[config.mk]
export PLATFORM = sky130hd
export DESIGN_NAME = mips_multicycle_ctrl_flat
export DESIGN_NICKNAME = d
export VERILOG_FILES = /design/src/rtl/mips_multicycle_ctrl_if.sv /design/src/rtl/mips_multicycle_ctrl.sv /design/src/flat_wrapper.sv
export SDC_FILE = /design/constraint.sdc
export NUM_CORES = 1
export LEC_CHECK = 0
export ABC_AREA = 1
export ABC_CLOCK_PERIOD_IN_PS = 2420
export CAP_MARGIN = 20
export CORE_ASPECT_RATIO = 1.1
export CORE_UTILIZATION = 33
export DETAILED_ROUTE_END_ITERATION = 7
export GPL_TIMING_DRIVEN = 0
export HOLD_SLACK_MARGIN = 0.05
export PLACE_DENSITY_LB_ADDON = 0.1
export SYNTH_ARGS = -nofsm -noshare
export SYNTH_HDL_FRONTEND = slang
export SYNTH_SLANG_ARGS = --single-unit
export TNS_END_PERCENT = 10
[constraint.sdc]
create_clock -name clk -period 2.42 [get_ports clk]
set_input_delay 0.242 -clock clk [delete_from_list [all_inputs] [get_ports clk]]
set_output_delay 0.242 -clock clk [all_outputs]
set_load 0.005 [all_outputs]
[src/rtl/mips_multicycle_ctrl_if.sv]
// Memory bus handshake between the multicycle controller and the bus.
// master: mem_read/mem_write out, mem_waitrequest in.
interface mips_multicycle_ctrl_if;
  logic mem_read;
  logic mem_write;
  logic mem_waitrequest;

  modport master (
    output mem_read,
    output mem_write,
    input  mem_waitrequest
  );

  modport slave (
    input  mem_read,
    input  mem_write,
    output mem_waitrequest
  );
endinterface

[src/rtl/mips_multicycle_ctrl.sv]
// Multicycle MIPS sequencer: fetch/decode/exec/muldiv/mem/wb, halts on JR $0.
// Ports: clk, rst_n, bus (memory handshake), instruction, jump_target_zero,
// ir_write, pc_write, reg_write_en, hilo_write_en, fetch_phase, active,
// illegal, retired. Optional macro TRAP_ILLEGAL_EN traps unknown opcodes.
module mips_multicycle_ctrl #(
  parameter int MULDIV_CYCLES = 32,
  parameter int CNT_W         = 32,
  parameter int CYC_W         = 6
) (
  input  logic                  clk,
  input  logic                  rst_n,
  mips_multicycle_ctrl_if.master bus,
  input  logic [31:0]           instruction,
  input  logic                  jump_target_zero,
  output logic                  ir_write,
  output logic                  pc_write,
  output logic                  reg_write_en,
  output logic                  hilo_write_en,
  output logic                  fetch_phase,
  output logic                  active,
  output logic                  illegal,
  output logic [CNT_W-1:0]      retired
);

  typedef enum logic [2:0] {
    IDLE, FETCH, DECODE, EXEC,
    MULDIV, MEM, WB, HALTED
  } state_t;

  typedef enum logic [2:0] {
    C_BR, C_WB, C_LOAD, C_STORE,
    C_MULDIV, C_HILO, C_HALT, C_ILL
  } cls_t;

  localparam logic [CYC_W-1:0] CYC_INIT =
    (MULDIV_CYCLES > 0) ?
    CYC_W'(MULDIV_CYCLES - 1) : '0;

  state_t           state_q, state_d;
  logic [CYC_W-1:0] cyc_q, cyc_d;
  logic [CNT_W-1:0] ret_q;

  logic [5:0] op;
  logic [5:0] fn;
  logic [4:0] rt;
  logic       unused_bits;

  assign op = instruction[31:26];
  assign fn = instruction[5:0];
  assign rt = instruction[20:16];
  assign unused_bits = ^{instruction[25:21],
                         instruction[15:6]};

  logic op_special, op_regimm, op_jump;
  logic op_jal, op_branch, op_alui;
  logic op_load, op_store;

  assign op_special = (op == 6'b000000);
  assign op_regimm  = (op == 6'b000001);
  assign op_jump    = (op == 6'b000010);
  assign op_jal     = (op == 6'b000011);
  assign op_branch  = op inside {[6'b000100:6'b000111]};
  assign op_alui    = op inside {[6'b001000:6'b001111]};
  assign op_load    = op inside {[6'b100000:6'b100110]};
  assign op_store   = op inside {6'b101000, 6'b101001,
                                 6'b101011};

  cls_t sp_cls, ri_cls, cls;

  always_comb begin
    sp_cls = C_ILL;
    case (fn) inside
      [6'b011000:6'b011011]:
        sp_cls = C_MULDIV;
      6'b010001, 6'b010011:
        sp_cls = C_HILO;
      6'b001000:
        sp_cls = jump_target_zero ? C_HALT : C_BR;
      6'b001001, 6'b000000, 6'b000010,
      6'b000011, 6'b000100, 6'b000110,
      6'b000111, 6'b010000, 6'b010010,
      [6'b100000:6'b100111],
      6'b101010, 6'b101011:
        sp_cls = C_WB;
      default:
        sp_cls = C_ILL;
    endcase
  end

  // Link variants of REGIMM branches write $ra, plain ones do not.
  always_comb begin
    ri_cls = C_ILL;
    case (rt)
      5'b00000, 5'b00001: ri_cls = C_BR;
      5'b10000, 5'b10001: ri_cls = C_WB;
      default:            ri_cls = C_ILL;
    endcase
  end

  always_comb begin
    cls = C_ILL;
    unique case (1'b1)
      op_special: cls = sp_cls;
      op_regimm:  cls = ri_cls;
      op_jump:    cls = C_BR;
      op_branch:  cls = C_BR;
      op_jal:     cls = C_WB;
      op_alui:    cls = C_WB;
      op_load:    cls = C_LOAD;
      op_store:   cls = C_STORE;
      default:    cls = C_ILL;
    endcase
  end

`ifdef TRAP_ILLEGAL_EN
  logic trap;
`endif

  always_comb begin
    state_d       = state_q;
    cyc_d         = cyc_q;
    bus.mem_read  = 1'b0;
    bus.mem_write = 1'b0;
    ir_write      = 1'b0;
    pc_write      = 1'b0;
    reg_write_en  = 1'b0;
    hilo_write_en = 1'b0;
    fetch_phase   = 1'b0;
    active        = 1'b1;
`ifdef TRAP_ILLEGAL_EN
    trap          = 1'b0;
`endif
    unique case (state_q)
      IDLE: begin
        active  = 1'b0;
        state_d = FETCH;
      end
      FETCH: begin
        bus.mem_read = 1'b1;
        fetch_phase  = 1'b1;
        if (!bus.mem_waitrequest) begin
          ir_write = 1'b1;
          state_d  = DECODE;
        end
      end
      DECODE: state_d = EXEC;
      EXEC: begin
        unique case (cls)
          C_LOAD, C_STORE: state_d = MEM;
          C_WB:            state_d = WB;
          C_MULDIV: begin
            if (MULDIV_CYCLES > 0) begin
              state_d = MULDIV;
              cyc_d   = CYC_INIT;
            end else begin
              hilo_write_en = 1'b1;
              pc_write      = 1'b1;
              state_d       = FETCH;
            end
          end
          C_HILO: begin
            hilo_write_en = 1'b1;
            pc_write      = 1'b1;
            state_d       = FETCH;
          end
          C_HALT: begin
            pc_write = 1'b1;
            state_d  = HALTED;
          end
          C_ILL: begin
`ifdef TRAP_ILLEGAL_EN
            trap    = 1'b1;
            state_d = HALTED;
`else
            pc_write = 1'b1;
            state_d  = FETCH;
`endif
          end
          C_BR: begin
            pc_write = 1'b1;
            state_d  = FETCH;
          end
          default: state_d = FETCH;
        endcase
      end
      MULDIV: begin
        if (cyc_q == '0) begin
          hilo_write_en = 1'b1;
          pc_write      = 1'b1;
          state_d       = FETCH;
        end else begin
          cyc_d = cyc_q - CYC_W'(1);
        end
      end
      MEM: begin
        if (cls == C_STORE) begin
          bus.mem_write = 1'b1;
        end else begin
          bus.mem_read = 1'b1;
        end
        if (!bus.mem_waitrequest) begin
          if (cls == C_STORE) begin
            pc_write = 1'b1;
            state_d  = FETCH;
          end else begin
            state_d = WB;
          end
        end
      end
      WB: begin
        reg_write_en = 1'b1;
        pc_write     = 1'b1;
        state_d      = FETCH;
      end
      HALTED: active = 1'b0;
      default: begin
        active  = 1'b0;
        state_d = IDLE;
      end
    endcase
  end

  always_ff @(posedge clk or negedge rst_n) begin
    if (!rst_n) begin
      state_q <= IDLE;
      cyc_q   <= '0;
      ret_q   <= '0;
    end else begin
      state_q <= state_d;
      cyc_q   <= cyc_d;
      if (pc_write) begin
        ret_q <= ret_q + CNT_W'(1);
      end
    end
  end

  assign retired = ret_q;

`ifdef TRAP_ILLEGAL_EN
  logic ill_q;

  always_ff @(posedge clk or negedge rst_n) begin
    if (!rst_n) begin
      ill_q <= 1'b0;
    end else if (trap) begin
      ill_q <= 1'b1;
    end
  end

  assign illegal = ill_q;
`else
  assign illegal = 1'b0;
`endif

endmodule
[src/flat_wrapper.sv]
// flat-port wrapper written by rule: the top's interface ports become plain ports
module mips_multicycle_ctrl_flat 
#(
  parameter int MULDIV_CYCLES = 32,
  parameter int CNT_W         = 32,
  parameter int CYC_W         = 6
)
  (clk, rst_n, instruction, jump_target_zero, ir_write, pc_write, reg_write_en, hilo_write_en, fetch_phase, active, illegal, retired, bus_mem_read, bus_mem_write, bus_mem_waitrequest);
  mips_multicycle_ctrl_if bus_i ();
  input  logic clk;
  input  logic rst_n;
  input  logic [31:0] instruction;
  input  logic jump_target_zero;
  output logic ir_write;
  output logic pc_write;
  output logic reg_write_en;
  output logic hilo_write_en;
  output logic fetch_phase;
  output logic active;
  output logic illegal;
  output logic [CNT_W-1:0] retired;
  output wire logic [$bits(bus_i.mem_read)-1:0] bus_mem_read;
  output wire logic [$bits(bus_i.mem_write)-1:0] bus_mem_write;
  input wire logic [$bits(bus_i.mem_waitrequest)-1:0] bus_mem_waitrequest;
  assign bus_mem_read = bus_i.mem_read;
  assign bus_mem_write = bus_i.mem_write;
  assign bus_i.mem_waitrequest = bus_mem_waitrequest;
  mips_multicycle_ctrl #(.MULDIV_CYCLES(MULDIV_CYCLES), .CNT_W(CNT_W), .CYC_W(CYC_W)) u_core (.clk(clk), .rst_n(rst_n), .bus(bus_i), .instruction(instruction), .jump_target_zero(jump_target_zero), .ir_write(ir_write), .pc_write(pc_write), .reg_write_en(reg_write_en), .hilo_write_en(hilo_write_en), .fetch_phase(fetch_phase), .active(active), .illegal(illegal), .retired(retired));
endmodule
# --- Word level (Yosys, flattened, before mapping) ---
# Cells that the tools add are included.
classes:
  eq_ne: 41
  muxes: 31
  n_reduce_logical: 27
  n_lt_le_gt_ge: 10
  n_addsub: 2
ops:
  columns: ["cell", "count"]
  rows:
  - ["$pmux 3 s6", 2]
  - ["$add 32x1->32 const B", 1]
  - ["$eq 6x6->1 const B", 5]
  - ["$mux 3", 9]
  - ["$eq 3x3->1 const B", 8]
  - ["$eq 6x2->1 const B", 4]
  - ["$eq 6x5->1 const B", 4]
  - ["$eq 6x3->1 const B", 3]
  - ["$logic_not 6->1", 3]
  - ["$reduce_or 2->1", 8]
  - ["$pmux 3 s5", 1]
  - ["$eq 3x2->1 const B", 4]
  - ["$eq 6x4->1 const B", 2]
  - ["$ge 6x6->1 const B", 2]
  - ["$le 6x6->1 const B", 2]
  - ["$mux 1", 12]
  - ["$mux 6", 2]
  - ["$pmux 6 s2", 1]
  - ["$reduce_or 12->1", 1]
  - ["$eq 5x5->1 const B", 2]
  - ["$eq 3x1->1 const B", 2]
  - ["$eq 6x1->1 const B", 1]
  - ["$ge 6x3->1 const B", 1]
  - ["$ge 6x4->1 const B", 1]
  - ["other kinds (21)", 30]
totals:
  elab_cells: 114
  input_bits: 36
  reg_bits: 41
  out_inout_bits: 41

# --- Longest topological paths before layout ---
# Gate-level depths: netlist of the first run.
logic_depth:
  depth_word: 12
  depth_mapped: 15
  mapped_depth_nobuf: 15

# --- Least setup slack after synthesis of the first run ---
# No wires, ideal clock.
synth_path:
  kind: "flip-flop to flip-flop"
  startpoint: "register u_core.ret_q[0], in the netlist u_core.retired[0]"
  endpoint: "register u_core.ret_q[30], in the netlist u_core.retired[30]"
  arrival_ns: 1.569
  setup_ns: 0.117
  path_buffers: 0
  path_stages_with_launch: 10
  slack_ns: 0.734
  path_cell_list: "dfrtp_1 ha_1 inv_1 nor3_2 inv_1 nor3_1 nand2_1 xnor2_1 nand2_1 nand2_1"
synth_between:
  elab_chain_cells: 1
synth_lines:
  columns: ["item", "line", "source"]
  rows:
  - ["start, declared", "mips_multicycle_ctrl.sv:41", "logic [CNT_W-1:0] ret_q;"]
  - ["start signal, assigned", "mips_multicycle_ctrl.sv:232", "ret_q <= ret_q + CNT_W'(1);"]
  - ["$add 32x1->32", "mips_multicycle_ctrl.sv:232", null]
# Every way passes these cells.
# A chain may end at the register's enable or synchronous reset.

# --- Worst setup path after layout of the first run ---
layout_path:
  startpoint: "input instruction[1]"
  endpoint: "output pc_write"
layout_between:
  elab_chain_cells: 12
  elab_cells_between_ends: 37
  cone_classes: "order compare (4); eq/ne (17); mux (9); reduce/logical (7)"
layout_lines:
  columns: ["item", "line", "source"]
  rows:
  - ["start, declared", "flat_wrapper.sv:12", "input logic [31:0] instruction;"]
  - ["$ge 6x6->1 (no line) or $le 6x6->1 (tied branches)", null, null]
  - ["$logic_and 1x1->1 (no line)", null, null]
  - ["$reduce_or 12->1", "mips_multicycle_ctrl.sv:72", "case (fn) inside"]
  - ["$mux 3 (3 in a row)", "mips_multicycle_ctrl.sv:72", null]
  - ["$mux 3 *", "mips_multicycle_ctrl.sv:72", null]
  - ["$pmux 3 s6 *", "mips_multicycle_ctrl.sv:102", "unique case (1'b1)"]
  - ["$eq 3x3->1 (tied with other cells)", "mips_multicycle_ctrl.sv:148", "unique case (cls)"]
  - ["$reduce_or 4->1 (no line) or $mux 1 (tied branches)", null, null]
  - ["$mux 1, on equally long branches", null, null]
  - ["$pmux 1 s4 *", "mips_multicycle_ctrl.sv:133", "unique case (state_q)"]
  - ["end, declared", "flat_wrapper.sv:15", "output logic pc_write;"]
# Mark *: on every way between the ends. The rest lies on a longest branch, timed or not.

==> results of run 1 <==
==> state kept, by name, indices dropped and copies added, names as in the netlist <==
signal          cells
u_core.cyc_q        6
u_core.state_q      3
u_core.retired     32
==> area by class of cell <==
type,instances,area (um^2)
repair buffers,68,656
multi-input cells,371,1880
clock inverters,3,68.8
flip-flops and latches,41,1030
plain buffers,10,61.3
fillers,994,4940
inverters,46,173
well taps,114,143
clock buffers,5,68.8
==> kinds of logic (layout without fill, tap and decap cells) <==
| logic type | after synthesis | after routing | synth area share (%) |
|---|---|---|---|
| AOI/OAI and AO/OA | 16 | 16 | 3.22 |
| xor gates and xnor gates | 33 | 33 | 9.31 |
| adders and majority gates | 3 | 3 | 1.21 |
| buffers and inverters | 58 | 132 | 8.02 |
| DFF | 41 | 41 | 33.1 |
| other | 1 | 1 | 0.121 |
| and+or+nand+nor | 318 | 318 | 45.1 |
==> power by group <==
part	internal, mW	total (mW)	switching [mW]
sequential	0.790	0.919	0.129
clock	0.416	0.681	0.265
combinational	0.495	1.16	0.665
total	1.70	2.76	1.06
==> routing by layer <==
metal	vias up	share of wire, %
li1	1636	-
met3	12	2.9
met4	0	1.8
met2	52	49
met1	1476	46
met5	-	0
==> final timing paths <==
path,slack (ns),endpoint,from,cells after the start
worst max register to register,0.28,u_core.retired[5],u_core.state_q[0],11
worst max-delay path,0.14,pc_write,instruction[1],14
max in group asynchronous,1.54,u_core.state_q[1],rst_n,3
worst min-delay path,0.40,u_core.retired[11],rst_n,2
min in group clk,0.50,u_core.cyc_q[0],u_core.cyc_q[0],2
worst min register to register,0.50,u_core.cyc_q[0],u_core.cyc_q[0],2
==> per-stage QoR <==
stage	hold WS (ns)	TNS (ns)	power, mW
floorplan	-0.0536	0	1.66
global placement	0.475	-2.25	2.06
detailed placement	0.198	-0.506	2.08
CTS	0.410	0	2.79
global route	0.429	-0.00674	2.98
finish	0.399	0	2.76
==> repair_timing <==
action                     CTS  global route
buffers inserted             5             2
hold endpoints to repair    16             0
pin swaps                   11             5
hold buffers                 1             0
setup endpoints to repair    2             3
resized for setup           19             5
==> layout by cell type, fill, tap and decap left out, types with 2 or more instances in the layout <==
cell             instances
ha_1                     3
inv_1                   39
a21oi_1                  2
nor4_1                   7
nand2_2                  2
nor2_2                  11
clkdlybuf4s50_1         45
dfrtp_1                 41
dlygate4sd2_1           12
buf_2                    5
or2_2                    2
nand4_1                  4
inv_2                    7
nand3b_1                 2
nand2_1                156
nand3_2                  2
clkbuf_1                 3
o21ai_1                  7
nand3_1                 54
buf_6                    2
buf_4                    8
xnor2_1                 10
xor2_1                  23
nor2_1                  52
bufinv_16                2
clkbuf_8                 5
o21ai_0                  2
nor3_1                  18
==> out/qor.yml, run 1 <==
run_status:
  outcome: "completed"
clock_network:
  cts_sinks: 41
  cts_tree: "yes"
  h-tree-depth: 2
  clkTransAtPathRegs_ns: 0.08
  cts_buffers: 5
  cts_root_buf: "clkbuf_8"
  clkLatencyLatePin_ns: 0.30
  clk_path_buf_depth: 2
yosys:
  synth-main-ff-cell: "dfrtp_1"
  seq_area_frac_synth_pct: 33.1
  synth_cell_types: 37
  ys_seq_elements: 41
  synth_nets: 509
  synth.most_common_cell: "nand2_1"
  syn_area_um2: 3100
  synth_commonest_cells: "nand2_1 (156), nor2_1 (59), nand3_1 (54)"
  async_reset_ff_share_pct: 100
  syn-instance-count: 470
  avgSynthCellArea_um2: 6.60
  ys_warn_count: 0
  synth_top_area_cell: "dfrtp_1"
  netlist.area_leader.share_pct: 33.1
  synth_edf_count: 0
  synth_area_leaders: "dfrtp_1 (33%), nand2_1 (19%), nand3_1 (8.7%)"
grt:
  top_usage_layer: "met2"
  antenna_found_initial: 0
  use_met1_pct: 22.4
  grt_max_degree: 26
  overflow: 0
  grt_pass1_vias: 3086
  track_usage_pct: 18.3
  grt_pass1_wl_mm: 14.3
  gr-usage-met2_pct: 32.5
  gr-usage-met3_pct: 3.01
sta:
  rsz0062_at_grt: "true"
  hold_violations: 0
  setup_violations: 0
  maxSlewViolCount: 0
  tightest_slew_ns: 0.518
  min_period_ns: 2.28
  fin_ws_ns: 0.140
  fmax_mhz: 439
  fin_skew_ns: 0.0114
  slew_headroom_pct: 65.2
  fin_crit_sh_pct: 94.2
routing:
  wl_mm: 8.37
  drc_errors: 0
  via_per_inst: 4.83
  first_pass_iters: 4
  via_count: 3176
  drtIter0Drc: 79
  routedWlPerCell_um: 12.7
  ant_nets: 0
critical_path:
  crit_fanout: 11
  cp_cell_sequence: "clkdlybuf4s50_1, inv_1, nand2_1, nand2_1, nand2_1, nor2_1, nor2_2, nand3_1, nand2_2, inv_2, o21ai_4, nand3_4, nand2_8, dlygate4sd2_1"
  end_kind: "output port"
  slowest_stage: "clkdlybuf4s50_1"
  arrival_ns: 2.04
  cp.required_ns: 2.18
  path_delay_family: "simple AND/OR/NAND/NOR gates"
  crit_path_frequent_cell: "nand2_1"
  crit_path_max_incr_delay_ns: 0.49
  start_kind: "input pin"
  path_class: "input pin to output port"
  cp_num_buf_inv: 4
floorplan:
  boundaryPins: 77
  dieHeight_um: 104
  initial_core_util_pct: 34.5
  die_x_um: 94.5
  num_rows: 36
  core_um2: 9010
  die_area_um2: 9800
placement:
  postPlaceCellArea_um2: 3850
  pre_cts_ws_ns: -0.415
  place_inst: 644
  dp_hpwl_mm: 6.49
  gp_congestion: 0.888
  port-buffer-count: 59
power:
  leakage_nw: 1.98
  peakVddDrop_v: 0.000435
  power.density_nw_per_um2: 678
job:
  cap_violations: 0
finish:
  design_area_um2: 4070
  drive_gt1_share_pct: 10.3
  fin_nets: 582
  syn2layout_area_growth_pct: 31.2
  num_antenna_cells: 0
  post-route-util_pct: 45.2
  finalNonFillerCells: 658
hold_path:
  hp-class: "input pin to async pin"
Note: power is estimated with default switching activity, not from simulation.
==> inputs of run 2 (changes only) <==
--- a/constraint.sdc
+++ b/constraint.sdc
@@ -3,2 +3,2 @@
 set_output_delay 0.242 -clock clk [all_outputs]
-set_load 0.005 [all_outputs]
+set_load 0.05 [all_outputs]
==> out/qor.yml, run 2 (synthesis results as in run 1) <==
finish:
  fin_nets: 579  # -0.52%
  post-route-util_pct: 45.0  # -0.18 points
  finalNonFillerCells: 655  # -0.46%
  layout_common_cells: "nand2_1 (156), nor2_1 (55), nand3_1 (53)"
  syn2layout_area_growth_pct: 30.6
  num_antenna_cells: 0  # unchanged
  design_area_um2: 4060  # -0.40%
  drive_gt1_share_pct: 9.61  # -0.68 points
  largest_reg_flops: 32  # unchanged
  mostFrequentLayoutCell: "nand2_1"
critical_path:
  slowest_stage: "clkdlybuf4s50_1"
  cp.required_ns: 2.18  # about the same
  path_class: "input pin to output port"
  crit_path_max_incr_delay_ns: 0.45  # -0.04 ns
  r2r_slack_ns: 0.35  # +0.07 ns
  path_delay_family: "simple AND/OR/NAND/NOR gates"
  ff2ff_path_depth: 9  # -2
  end_kind: "output port"
  reg2reg_to: "u_core.retired[30]"
  cp_cell_sequence: "clkdlybuf4s50_1, nor2_2, nand3_1, or2_1, nand3_2, nand2_4, o21ai_4, nand3_4, nand2_4, buf_6, buf_6"
  cp_num_buf_inv: 3  # -1
  arrival_ns: 2.08  # +0.04 ns
  crit_fanout: 10  # -1
  r2r_start: "u_core.retired[0]"
  start_kind: "input pin"
sta:
  fmax_mhz: 430  # -2.0%
  setup_tns_ns: 0  # unchanged
  min_period_ns: 2.33  # +0.0467 ns
  fin_skew_ns: 0.0113  # -0.0000672 ns
  hold_violations: 0  # unchanged
  tightest_slew_ns: 0.523  # +0.00545 ns
  setup_violations: 0  # unchanged
  slew_headroom_pct: 65.0  # -0.21 points
  maxSlewViolCount: 0  # unchanged
  hold_ws_ns: 0.400  # +0.00142 ns
  fin_crit_sh_pct: 96.1  # +1.9 points
  fin_ws_ns: 0.0934  # -0.0467 ns
  rsz0062_at_grt: "true"
grt:
  gr-usage-met3_pct: 2.79  # -0.22 points
  grt_pass1_wl_mm: 13.9  # -3.0%
  antenna_found_initial: 0  # unchanged
  top_usage_layer: "met2"
  gr-usage-met2_pct: 31.4  # -1.1 points
  use_met1_pct: 22.3  # -0.081 points
  grt_max_degree: 25  # -3.8%
  overflow: 0  # unchanged
  grt_pass1_vias: 2925  # -5.2%
  track_usage_pct: 17.6  # -0.62 points
floorplan:
  die_area_um2: 9800  # unchanged
  num_rows: 36  # unchanged
  boundaryPins: 77  # unchanged
  initial_core_util_pct: 34.5  # unchanged
  dieHeight_um: 104  # unchanged
  core_um2: 9010  # unchanged
  die_x_um: 94.5  # unchanged
power:
  peakVddDrop_v: 0.000661  # +52%
  power.density_nw_per_um2: 725  # +7.0%
  power_mw: 2.94  # +6.6%
  leakage_nw: 2.03  # +2.5%
job:
  cap_violations: 0  # unchanged
routing:
  routedWlPerCell_um: 12.5  # -1.3%
  drtIter0Drc: 98  # +24%
  first_pass_iters: 4  # unchanged
  wl_mm: 8.22  # -1.8%
  via_per_inst: 4.69  # -2.9%
  drc_errors: 0  # unchanged
  via_count: 3071  # -3.3%
  ant_nets: 0  # unchanged
run_status:
  outcome: "completed"
placement:
  dp_hpwl_mm: 6.46  # -0.46%
  gp_congestion: 0.873  # -1.7%
  place_inst: 644  # unchanged
  port-buffer-count: 59  # unchanged
  postPlaceCellArea_um2: 3860  # +0.19%
  pre_cts_ws_ns: -0.754  # -0.339 ns
clock_network:
  cts_tree: "yes"
  cts_buffers: 5  # unchanged
  cts_root_buf: "clkbuf_8"
  clkTransAtPathRegs_ns: 0.09  # about the same
  h-tree-depth: 2  # unchanged
  cts_sinks: 41  # unchanged
  clkLatencyLatePin_ns: 0.30  # about the same
  clk_path_buf_depth: 2  # unchanged
hold_path:
  hp-class: "input pin to async pin"
## run 2: cell count changes in the layout (fill, tap and decap cells not counted), moves of 2 or more
cell / delta
clkbuf_1: +2
dlymetal6s2s_1: +8
buf_4: -5
buf_6: +2
dlygate4sd2_1: -10
nor2_1: +3
nor2_2: -4
## run 2: final cells by class
| type | instances | area, um^2 |
|---|---|---|
| buffer | 12 | 76.3 |
| clock buffer | 7 | 86.3 |
| clock inverter | 1 | 30.0 |
| fill | 972 | 4950 |
| inverter | 46 | 173 |
| multi-input combinational | 371 | 1870 |
| sequential | 41 | 1030 |
| tap | 114 | 143 |
| timing repair buffer | 63 | 647 |
## run 2: repair_timing
item,4_1_cts,5_1_grt
endpoints found under the setup margin,4,18
setup buffers,0,2
hold buffers,1,0
pin swaps,1,5
resized for setup,10,19
hold endpoints to repair,17,0
## run 2: worst max path at each step
stage / slack (ns) / cells after the start / to / from
after floorplan: 0.1 / 6 / ir_write / u_core.state_q[0]
after global placement: -0.72 / 11 / pc_write / instruction[31]
after detailed placement: -0.75 / 11 / pc_write / instruction[31]
after CTS: -0.11 / 10 / hilo_write_en / instruction[3]
after global routing: -0.05 / 15 / pc_write / instruction[2]
final: 0.09 / 11 / pc_write / instruction[2]
## run 2: metal layers
layer  wire, um  part of all wire (%)
met3        264                   3.2
met4         26                  0.32
met2       4220                    51
met1       3710                    45
met5          0                     0
## run 2: where the power goes
group	internal [mW]	total (mW)	switching (mW)	leakage, nW
combinational	0.496	1.43	0.938	1.42
sequential	0.790	0.910	0.120	0.549
clock	0.337	0.597	0.260	0.0585
total	1.62	2.94	1.32	2.03
==> inputs of run 3 (changes only) <==
MAX_ROUTING_LAYER = met4   (was default)
==> out/qor.yml, run 3 (synthesis results as in run 1) <==
clock_network:
  clkLatencyLatePin_ns: 0.30  # about the same
  cts_buffers: 5  # unchanged
  cts_root_buf: "clkbuf_8"
  cts_tree: "yes"
  clk_path_buf_depth: 2  # unchanged
  clkTransAtPathRegs_ns: 0.08  # about the same
  h-tree-depth: 2  # unchanged
  cts_sinks: 41  # unchanged
placement:
  port-buffer-count: 59  # unchanged
  gp_congestion: 0.877  # +0.50%
  dp_hpwl_mm: 6.46  # about the same
  pre_cts_ws_ns: -0.753  # +0.000692 ns
  place_inst: 644  # unchanged
grt:
  overflow: 0  # unchanged
  track_usage_pct: 18.2  # +0.55 points
  grt_pass1_wl_mm: 13.9  # +0.15%
  grt_pass1_vias: 2944  # +0.65%
  antenna_found_initial: 0  # unchanged
  grt_max_degree: 25  # unchanged
critical_path:
  reg2reg_to: "u_core.retired[30]"
  end_kind: "output port"
  r2r_start: "u_core.retired[0]"
  r2r_slack_ns: 0.34  # about the same
  arrival_ns: 2.07  # about the same
  cp.required_ns: 2.18  # about the same
  crit_path_max_incr_delay_ns: 0.50  # +0.05 ns
  crit_fanout: 10  # unchanged
  cp_cell_sequence: "clkdlybuf4s50_1, inv_1, nor2_1, nand2_1, nand3_1, nand4_1, o21ai_4, nand3_4, nand2_4, buf_6, buf_8"
  slowest_stage: "clkdlybuf4s50_1"
  start_kind: "input pin"
  path_class: "input pin to output port"
  ff2ff_path_depth: 9  # unchanged
routing:
  wl_mm: 8.10  # -1.4%
  via_count: 3049  # -0.72%
  ant_nets: 0  # unchanged
  routedWlPerCell_um: 12.3  # -1.9%
  first_pass_iters: 4  # unchanged
  via_per_inst: 4.63  # -1.2%
  drc_errors: 0  # unchanged
  drtIter0Drc: 97  # -1.0%
power:
  peakVddDrop_v: 0.000537  # -19%
  power.density_nw_per_um2: 726  # +0.15%
  power_mw: 2.97  # +1.1%
  leakage_nw: 2.02  # -0.34%
floorplan:
  die_x_um: 94.5  # unchanged
  die_area_um2: 9800  # unchanged
  initial_core_util_pct: 34.5  # unchanged
  num_rows: 36  # unchanged
  boundaryPins: 77  # unchanged
  core_um2: 9010  # unchanged
  dieHeight_um: 104  # unchanged
finish:
  fin_nets: 582  # +0.52%
  largest_reg_flops: 32  # unchanged
  num_antenna_cells: 0  # unchanged
  layout_common_cells: "nand2_1 (155), nor2_1 (54), nand3_1 (53)"
  mostFrequentLayoutCell: "nand2_1"
  finalNonFillerCells: 658  # +0.46%
  syn2layout_area_growth_pct: 31.9
  drive_gt1_share_pct: 10.7  # +1.0 points
  post-route-util_pct: 45.4  # +0.43 points
sta:
  rsz0062_at_grt: "true"
  fmax_mhz: 432  # +0.53%
  setup_violations: 0  # unchanged
  fin_crit_sh_pct: 95.6  # -0.51 points
  fin_skew_ns: 0.00675  # -0.00457 ns
  min_period_ns: 2.31  # -0.0123 ns
  tightest_slew_ns: 0.530  # +0.00615 ns
  hold_violations: 0  # unchanged
  hold_ws_ns: 0.407  # +0.00681 ns
  maxSlewViolCount: 0  # unchanged
  slew_headroom_pct: 64.6  # -0.41 points
  fin_ws_ns: 0.106  # +0.0123 ns
run_status:
  outcome: "completed"
job:
  cap_violations: 0  # unchanged
hold_path:
  hp-class: "input pin to async pin"
run 3: worst max-delay path by stage:
stage,startpoint,to
final,instruction[4],pc_write
after global routing,instruction[2],pc_write
after CTS,instruction[3],pc_write
after detailed placement,instruction[31],pc_write
after global placement,instruction[31],pc_write
after floorplan,u_core.state_q[0],ir_write
run 3: per-stage QoR:
stage | setup TNS (ns) | area [um^2]
CTS | -0.106 | 3990
floorplan | 0 | 3110
global route | -0.0191 | 4090
detailed placement | -1.14 | 3860
finish | 0 | 4090
global placement | -2.07 | 3840
run 3: layout make-up:
type	instances	area (um^2)
clock inverters	2	37.5
flip-flops and latches	41	1030
multi-input cells	371	1880
clock buffers	6	82.6
well taps	114	143
repair buffers	66	677
plain buffers	12	76.3
inverters	46	173
fillers	953	4910
run 3: routing by layer:
metal  vias up  global-route usage [%]  wire length [um]
met5         -                       -                 0
met1      1371                    22.4              3750
li1       1639                       -                 -
met4         0                    3.90                65
met3         6                    2.50               185
met2        33                    31.3              4100
run 3: power breakdown:
| group | total [mW] | internal [mW] | switching, mW |
|---|---|---|---|
| clock | 0.592 | 0.336 | 0.256 |
| combinational | 1.48 | 0.531 | 0.945 |
| sequential | 0.905 | 0.790 | 0.115 |
run 3: timing repair:
action | in CTS | in global routing
endpoints found under the hold margin | 17 | 0
hold buffers | 1 | 0
buffers inserted | 0 | 5
endpoints found under the setup margin | 4 | 12
gates resized for setup | 12 | 21
pin swaps | 1 | 6
run 3: worst max-delay path: cells and delay by family:
family / cells / cell delay (ns)
AO/OA/AOI/OAI: 1 / 0.23
buffers and inverters: 4 / 0.84
AND/OR/NAND/NOR: 6 / 0.78
